<file path="config.mk">
export PLATFORM = sky130hd
export DESIGN_NAME = mmio_uart_tx
export DESIGN_NICKNAME = d
export VERILOG_FILES = /design/src/rtl/mmio_uart_tx.sv
export SDC_FILE = /design/constraint.sdc
export NUM_CORES = 1
export LEC_CHECK = 0
export CORE_MARGIN = 2
export CORE_UTILIZATION = 50
export DETAILED_ROUTE_END_ITERATION = 6
export PLACE_DENSITY = 0.86
export SLEW_MARGIN = 30
export SYNTH_ARGS = -nofsm -noshare
export SYNTH_HDL_FRONTEND = slang
export SYNTH_SLANG_ARGS = --single-unit
</file>
<file path="constraint.sdc">
create_clock -name clk -period 4.1 [get_ports clk]
set_input_delay 0.615 -clock clk [delete_from_list [all_inputs] [get_ports clk]]
set_output_delay 0.615 -clock clk [all_outputs]
set_load 0.03 [all_outputs]
</file>
<file path="src/rtl/mmio_uart_tx.sv">
`timescale 1ns/1ps
`default_nettype none
// ---------------------------------------------------------------------------
// Module  : mmio_uart_tx
// Brief   : MMIO-mapped 8N1 UART transmitter with TX FIFO and status polling.
// Revision: 1.0
// ---------------------------------------------------------------------------
module mmio_uart_tx #(
  parameter logic [29:0] BASE_ADDR  = 30'h0400_0000,
  parameter int          CLK_DIV    = 16,
  parameter int          FIFO_DEPTH = 8
) (
  input  logic        clk,
  input  logic        rst,
  input  logic [29:0] i_mmio_addr,
  input  logic [31:0] i_mmio_data,
  input  logic [3:0]  i_mmio_mask,
  input  logic        i_mmio_wren,
  output logic [31:0] o_mmio_data,
  output logic        o_tx
);

  localparam int            AW       = $clog2(FIFO_DEPTH);
  localparam logic [AW:0]   FULL_CNT = FIFO_DEPTH[AW:0];
  localparam logic [15:0]   DIV_RST  = CLK_DIV[15:0];

  typedef enum logic [1:0] {
    IDLE  = 2'd0,
    START = 2'd1,
    DATA  = 2'd2,
    STOP  = 2'd3
  } state_t;

  logic        hit;
  logic [1:0]  offset;
  logic        wr_txdata, wr_div;
  logic [15:0] divisor;

  assign hit       = (i_mmio_addr[29:2] == BASE_ADDR[29:2]);
  assign offset    = i_mmio_addr[1:0];
  assign wr_txdata = i_mmio_wren && hit && (offset == 2'd0) && i_mmio_mask[0];
  assign wr_div    = i_mmio_wren && hit && (offset == 2'd2);

  // Only byte lanes 0/1 of the data bus have a destination.
  logic unused_bits;
  assign unused_bits = ^{i_mmio_data[31:16], i_mmio_mask[3:2]};

  always_ff @(posedge clk) begin
    if (rst) begin
      divisor <= DIV_RST;
    end else if (wr_div) begin
      if (i_mmio_mask[0]) divisor[7:0]  <= i_mmio_data[7:0];
      if (i_mmio_mask[1]) divisor[15:8] <= i_mmio_data[15:8];
    end
  end

  // TX FIFO
  logic [7:0]    mem [FIFO_DEPTH];
  logic [AW-1:0] wr_ptr, rd_ptr;
  logic [AW:0]   count;
  logic          full, empty, push, pop;

  assign full  = (count == FULL_CNT);
  assign empty = (count == '0);
  // Full is judged before any same-cycle pop, so a push into a full FIFO is lost.
  assign push  = wr_txdata && !full;

  always_ff @(posedge clk) begin
    if (push) mem[wr_ptr] <= i_mmio_data[7:0];
  end

  always_ff @(posedge clk) begin
    if (rst) begin
      wr_ptr <= '0;
      rd_ptr <= '0;
      count  <= '0;
    end else begin
      if (push) wr_ptr <= wr_ptr + 1'b1;
      if (pop)  rd_ptr <= rd_ptr + 1'b1;
      case ({push, pop})
        2'b10:   count <= count + 1'b1;
        2'b01:   count <= count - 1'b1;
        default: count <= count;
      endcase
    end
  end

  // Serializer
  state_t      state, state_n;
  logic [7:0]  shift, shift_n;
  logic [2:0]  bit_cnt, bit_cnt_n;
  logic [15:0] period_cnt, period_len;
  logic        tx, tx_n, load, period_end;

  assign period_end = (period_cnt == period_len - 16'd1);

  always_comb begin
    state_n   = state;
    shift_n   = shift;
    bit_cnt_n = bit_cnt;
    tx_n      = tx;
    load      = 1'b0;
    pop       = 1'b0;
    case (state)
      IDLE: begin
        tx_n = 1'b1;
        if (!empty) begin
          pop     = 1'b1;
          shift_n = mem[rd_ptr];
          tx_n    = 1'b0;
          load    = 1'b1;
          state_n = START;
        end
      end
      START: begin
        if (period_end) begin
          bit_cnt_n = 3'd0;
          tx_n      = shift[0];
          load      = 1'b1;
          state_n   = DATA;
        end
      end
      DATA: begin
        if (period_end) begin
          load = 1'b1;
          if (bit_cnt == 3'd7) begin
            tx_n    = 1'b1;
            state_n = STOP;
          end else begin
            bit_cnt_n = bit_cnt + 3'd1;
            shift_n   = shift >> 1;
            tx_n      = shift[1];
          end
        end
      end
      STOP: begin
        if (period_end) begin
          // Chain straight into the next frame when more data is waiting.
          if (!empty) begin
            pop     = 1'b1;
            shift_n = mem[rd_ptr];
            tx_n    = 1'b0;
            load    = 1'b1;
            state_n = START;
          end else begin
            tx_n    = 1'b1;
            state_n = IDLE;
          end
        end
      end
      default: state_n = IDLE;
    endcase
  end

  always_ff @(posedge clk) begin
    if (rst) begin
      state      <= IDLE;
      shift      <= '0;
      bit_cnt    <= '0;
      tx         <= 1'b1;
      period_cnt <= '0;
      period_len <= 16'd1;
    end else begin
      state   <= state_n;
      shift   <= shift_n;
      bit_cnt <= bit_cnt_n;
      tx      <= tx_n;
      // Divisor is latched per bit period so mid-frame writes apply later.
      if (load) begin
        period_len <= (divisor == 16'd0) ? 16'd1 : divisor;
        period_cnt <= '0;
      end else if (state != IDLE) begin
        period_cnt <= period_cnt + 16'd1;
      end
    end
  end

  assign o_tx = tx;

  // Register read path
  logic [3:0] count_field;
  if (AW + 1 < 4) begin : g_cnt_narrow
    assign count_field = {{(3 - AW){1'b0}}, count};
  end else begin : g_cnt_wide
    assign count_field = count[3:0];
  end

  always_comb begin
    o_mmio_data = '0;
    if (hit) begin
      case (offset)
        2'd1:    o_mmio_data = {20'd0, count_field, 5'd0, (state != IDLE), empty, full};
        2'd2:    o_mmio_data = {16'd0, divisor};
        default: o_mmio_data = '0;
      endcase
    end
  end

endmodule
`default_nettype wire

</file>
==> impl_metrics.tcl, run 1 <==
set metrics [dict create \
    relSlewSlack_pct 37.2 \
    skew_ns 0.00665 \
    h-tree-depth 4 \
    status "finished, final reports clean" \
    vias 5626 \
    ys_types 66 \
    yosysMostFrequentCell "dfxtp_1" \
    max-vdd-ir-drop_mv 0.332 \
    grt_start_max_net_pins 44 \
    critPathArrivalTime_ns 4.35 \
    cts_made_buffers 17 \
    synth_mux_area_share_pct 9.64 \
    slew_viol_final 0 \
    synth_top_flop_cell "dfxtp_1" \
    place.port_buffers 67 \
    holdWs_ns 0.507 \
    crit_type "register to register" \
    die-area_um2 15200 \
    synth_edf_count 64 \
    grt.overflow.total 0 \
    finalCriticalPeriod_ns 4.00 \
    synth-compound-area-share_pct 11.3 \
    clock-sinks 139 \
    synth_seq_area_share_pct 48.2 \
    leakagePower_nw 3.01 \
    path_clk_slew_ns 0.06 \
    final_nets 828 \
    path_cells "inv_1 -> ha_1 -> or3b_4 -> or4_4 -> a2111oi_4 -> nand4_2 -> or4_4 -> nand2_2 -> ha_4 -> xor2_1 -> ha_1 -> a21oi_1 -> xor2_1 -> or3_1 -> a21oi_1" \
    cts_setup_buffers 0 \
    synthXorXnorAreaFrac_pct 5.06 \
    hold_class "register to register" \
    synth-seq-cells 139 \
    cts_buffer_depth 2 \
    drc_errors 0 \
    die_h_um 123 \
    synth_area_leader_cell "edfxtp_1" \
    layout-drive-gt1-share_pct 11.8 \
    synth-simple-area-share_pct 17.4 \
    gp_congestion 0.949 \
    total_power_mw 4.10 \
    postSynth.asyncResetShare_pct 0 \
    postRouteWirelength_mm 16.7 \
    critPathMaxStageDelay_ns 0.52 \
    timing_hold_violations_final 0 \
    cts_tree "yes" \
    synth_top_family_by_area "simple AND/OR/NAND/NOR gates" \
    syn_area_um2 7100 \
    insertedDiodeCount 0 \
    cts_hold_buf 0 \
    io_pins 102 \
    synth_area_leaders "edfxtp_1 27%, dfxtp_1 21%, mux4_2 5.1%" \
    crit_slowest_cell "or4_4" \
    first_iter_violations 397 \
    synth.avg_cell_area_um2 10.5 \
    firstDrtPassIters 5 \
    dp_hpwl_mm 10.9 \
    fp.dieW_um 123 \
    wl_per_cell_um 17.9 \
    yosys.area_share.adder_pct 3.17 \
    synthTopCellsByCount "75 x dfxtp_1, 64 x edfxtp_1, 57 x nor2_1" \
    max_freq_mhz 250 \
    core_um2 13900 \
    worst_ep_required_time_ns 4.45 \
    antenna_found_initial 0 \
    syn_inst 675 \
    grt_pass1_wl_mm 26.3 \
    tightest_slew_ns 0.933 \
    drv_cap 0 \
    min_period_over_period_pct 97.5 \
    start_kind "register" \
    insertion_delay_ns 0.42 \
    end_kind "register" \
    start_util_pct 51.2 \
    num_rows 43 \
    yosysWarnings 0 \
    cts_root_buf "clkbuf_16" \
    viasPerCell 6.02 \
    grt_pass1_vias 5227 \
    yosysTopAreaCellShare_pct 27.1 \
    power_density_nw_per_um2 478 \
    area_growth_pct 20.7 \
    utilization_pct 61.8 \
    grt_usage_pct 22.5 \
    antenna_left 0 \
    finalSetupViolations 0 \
    worst-path-max-fanout 5 \
]
## worst paths after layout
kind              slack (ns)  cells after the start                     endpoint                   startpoint
setup / recovery        0.10                     15        count[2]$_SDFFE_PP0P_   period_len[1]$_SDFFE_PP0P_
hold / removal          0.51                      2  period_len[15]$_SDFFE_PP0P_  period_len[15]$_SDFFE_PP0P_
setup reg to reg        0.10                     15        count[2]$_SDFFE_PP0P_   period_len[1]$_SDFFE_PP0P_
hold reg to reg         0.51                      2  period_len[15]$_SDFFE_PP0P_  period_len[15]$_SDFFE_PP0P_
## flip-flops by register name (all words and copies together) (netlist names), named ones only
name	flops
rd_ptr	3
mem	64
count	4
wr_ptr	3
bit_cnt	3
period_cnt	16
o_tx	1
divisor	16
state	2
shift	8
period_len	16
## cells in the final DEF (no fill, tap or decap), types with 7 or more instances in the layout
cell type and count:
a21oi_1 26, and3_1 14, buf_4 25, clkbuf_16 17, clkdlybuf4s50_1 66, conb_1 16, dfxtp_1 75, edfxtp_1 64
ha_1 17, inv_1 15, mux2i_1 29, mux4_2 16, nand2_1 44, nand3_1 12, nand4_1 9, nor2_1 57
nor2b_1 7, nor3_1 25, nor3b_1 7, nor4_1 15, o2111ai_1 8, o211ai_1 13, o21ai_0 30, o22ai_1 8
or3b_1 7, xnor2_1 22, xor2_1 19
## where the power goes
part / switching, mW / internal (mW)
clock network: 0.670 / 0.933
registers: 0.0314 / 1.48
logic: 0.623 / 0.355
total: 1.32 / 2.77
## worst max-delay path, delay by kind of cell (launching register included)
family	cells	cell delay (ns)
fa+ha+maj	3	0.55
flops	1	0.34
buf+inv	1	0.09
compound gates	3	0.55
xor+xnor	2	0.33
simple gates	6	2.07
## layout make-up
type                       count  area (um^2)
fill                        1031         5310
sequential                   139         3420
multi-input combinational    476         3390
timing repair buffer          92          853
clock buffer                  17          425
tap                          180          225
clock inverter                15          196
inverter                      15         56.3
## metrics by stage
step                area, um^2  worst slack, ns  std cells  TNS [ns]
floorplan                 7160            0.105        690         0
global placement          7930            0.223        902         0
detailed placement        7930            0.122        902         0
CTS                       8560           0.0304        934         0
global route              8570          -0.0768        934   -0.0768
finish                    8570            0.101        934         0
## cells by family (layout without fill, tap and decap cells)
group	Yosys count	in the layout
AO/OA/AOI/OAI	121	121
buffers and inverters	75	139
adder cells (fa/ha/maj)	18	18
XOR/XNOR	41	41
multiplexers	48	48
AND/OR/NAND/NOR	232	232
other	1	16
flip-flops	139	139
## repair_timing
item | CTS | global route
endpoints found under the hold margin | 0 | 0
pin swaps | 0 | 1
endpoints found under the setup margin | 1 | 1
gates resized for setup | 1 | 3
## metal layers
layer,vias up,global-route usage [%],share of wire [%]
li1,2598,-,-
met1,2703,28.7,41
met2,282,36.5,48
met3,43,5.26,7.4
met4,0,9.59,2.9
met5,-,0,0
Note: power is estimated with default switching activity, not from simulation.
==> inputs of run 2 (changes only) <==
--- a/config.mk
+++ b/config.mk
@@ -7,6 +7,7 @@
 export LEC_CHECK = 0
 export CORE_MARGIN = 2
 export CORE_UTILIZATION = 50
+export CTS_CLUSTER_DIAMETER = 120
 export DETAILED_ROUTE_END_ITERATION = 6
 export PLACE_DENSITY = 0.86
 export SLEW_MARGIN = 30
==> constraint.sdc (replaced) <==
create_clock -name clk -period 3.3 [get_ports clk]
set_input_delay 0.495 -clock clk [delete_from_list [all_inputs] [get_ports clk]]
set_output_delay 0.495 -clock clk [all_outputs]
set_load 0.03 [all_outputs]
==> impl_metrics.tcl, run 2 (synthesis results as in run 1) <==
set metrics [dict create \
    status "finished with violations" \
    violations "setup timing" \
    leakagePower_nw 3.28 \
    critPathArrivalTime_ns 4.25 \
    path_clk_slew_ns 0.06 \
    drv_cap 0 \
    antenna_left 0 \
    core_um2 13900 \
    die_h_um 123 \
    gp_congestion 0.942 \
    finalSetupViolations 48 \
    rsz0062_at_grt "yes" \
    hold_class "input pin to register" \
    largest_register_ffs 64 \
    antenna_found_initial 0 \
    first_iter_violations 813 \
    worstHoldEndpoint "shift[6]$_SDFFE_PP0P_" \
    cts_buffer_depth 2 \
    cts_root_buf "clkbuf_16" \
    reg2reg_slack_ns -0.60 \
    tightest_slew_ns 0.848 \
    grt_pass1_wl_mm 30.9 \
    viasPerCell 6.43 \
    layout-drive-gt1-share_pct 20.2 \
    max-vdd-ir-drop_mv 0.422 \
    grt_pass1_vias 5774 \
    worst_ep_required_time_ns 3.65 \
    h-tree-depth 4 \
    min_period_over_period_pct 118 \
    cts_made_buffers 17 \
    max_freq_mhz 257 \
    grt.overflow.total 0 \
    drc_errors 0 \
    clock-sinks 139 \
    crit-reg2reg-capture "count[2]$_SDFFE_PP0P_" \
    area_growth_pct 27.2 \
    timing_hold_violations_final 0 \
    relSlewSlack_pct 42.9 \
    setup_slack_ns -0.595 \
    total_power_mw 5.61 \
    num_rows 43 \
    start_kind "register" \
    postRouteWirelength_mm 21.8 \
    final_cell_mix "73 x dfxtp_1, 71 x buf_4, 64 x edfxtp_1" \
    finalCriticalPeriod_ns 3.90 \
    reg2reg_depth 15 \
    utilization_pct 65.1 \
    regArea_um2 3430 \
    final_common_cell "dfxtp_1" \
    fp.dieW_um 123 \
    worst-path-max-fanout 2 \
    io_pins 102 \
    dp_hpwl_mm 11.5 \
    die-area_um2 15200 \
    r2r_start "period_len[1]$_SDFFE_PP0P_" \
    end_kind "register" \
    skew_ns 0.0131 \
    grt_usage_pct 27.1 \
    vias 6313 \
    power_density_nw_per_um2 621 \
    start_util_pct 51.2 \
    multi_input_area_um2 3510 \
    fillCellCount 941 \
    crit_type "register to register" \
    min_from "rst" \
    place.port_buffers 67 \
    insertedDiodeCount 0 \
    hold_depth 3 \
    finalSetupTns_ns -13.24 \
    top_register "mem" \
    cts_hold_buf 0 \
    slew_viol_final 0 \
    insertion_delay_ns 0.43 \
    wl_per_cell_um 22.2 \
    cts_tree "yes" \
    firstDrtPassIters 6 \
    grt_start_max_net_pins 49 \
    final_nets 876 \
]
-- run 2: worst max-delay path, stage by stage (launching register included) --
cell,delay [ns]
dfxtp_2,0.33
inv_2,0.08
ha_4,0.14
or3b_4,0.38
or4_4,0.50
a2111oi_4,0.40
nand4_2,0.18
or4_4,0.48
nand2_4,0.10
ha_4,0.16
xor2_2,0.14
ha_1,0.18
a21oi_2,0.05
xor2_1,0.19
or3_1,0.35
a21oi_2,0.16
-- run 2: final cells by class --
| class | instances | area share (%) |
|---|---|---|
| clock buffer | 17 | 4.71 |
| sequential | 139 | 37.9 |
| clock inverter | 15 | 1.66 |
| timing repair buffer | 140 | 13.8 |
| inverter | 15 | 0.623 |
| multi-input combinational | 476 | 38.8 |
| tap | 180 | 2.49 |
-- run 2: worst max path at each step --
stage                                     from                     to  slack, ns  cells past startpoint
floorplan           period_len[1]$_SDFFE_PP0P_  count[2]$_SDFFE_PP0P_      -0.38                     16
global placement    period_len[1]$_SDFFE_PP0P_  count[2]$_SDFFE_PP0P_      -0.25                     15
detailed placement  period_len[1]$_SDFFE_PP0P_  count[2]$_SDFFE_PP0P_      -0.38                     15
CTS                 period_len[1]$_SDFFE_PP0P_  count[2]$_SDFFE_PP0P_      -0.39                     15
global route        period_len[1]$_SDFFE_PP0P_  count[2]$_SDFFE_PP0P_      -0.68                     16
finish              period_len[1]$_SDFFE_PP0P_  count[2]$_SDFFE_PP0P_      -0.60                     15
-- run 2: where the power goes --
group | total (mW) | switching, mW | leakage [nW] | internal, mW
Combinational | 1.83 | 1.03 | 1.82 | 0.798
Clock | 1.89 | 0.828 | 0.285 | 1.07
Sequential | 1.89 | 0.0438 | 1.18 | 1.84
Total | 5.61 | 1.91 | 3.28 | 3.71
-- run 2: stage by stage --
stage	hold slack (ns)	worst slack [ns]	area (um^2)	std cells
after floorplan	0.466	-0.381	7190	690
after global placement	0.482	-0.253	8190	935
after detailed placement	0.504	-0.382	8190	935
after CTS	0.447	-0.387	8880	975
after global routing	0.454	-0.675	9040	982
final	0.456	-0.595	9040	982
-- run 2: timing repair --
action,in CTS,in global routing
cloned,1,3
endpoints found under the hold margin,0,0
pin swaps,4,21
setup endpoints to repair,4,49
resized for setup,11,29
setup buffers,7,8
-- run 2: metal layers --
layer  vias to the layer above  global-route usage (%)  wire [um]
met5                         -                       0          0
met4                         0                    13.5       1380
met3                       152                    6.64       2340
met2                       557                    44.3      10300
met1                      2905                    33.3       7850
li1                       2699                       -          -
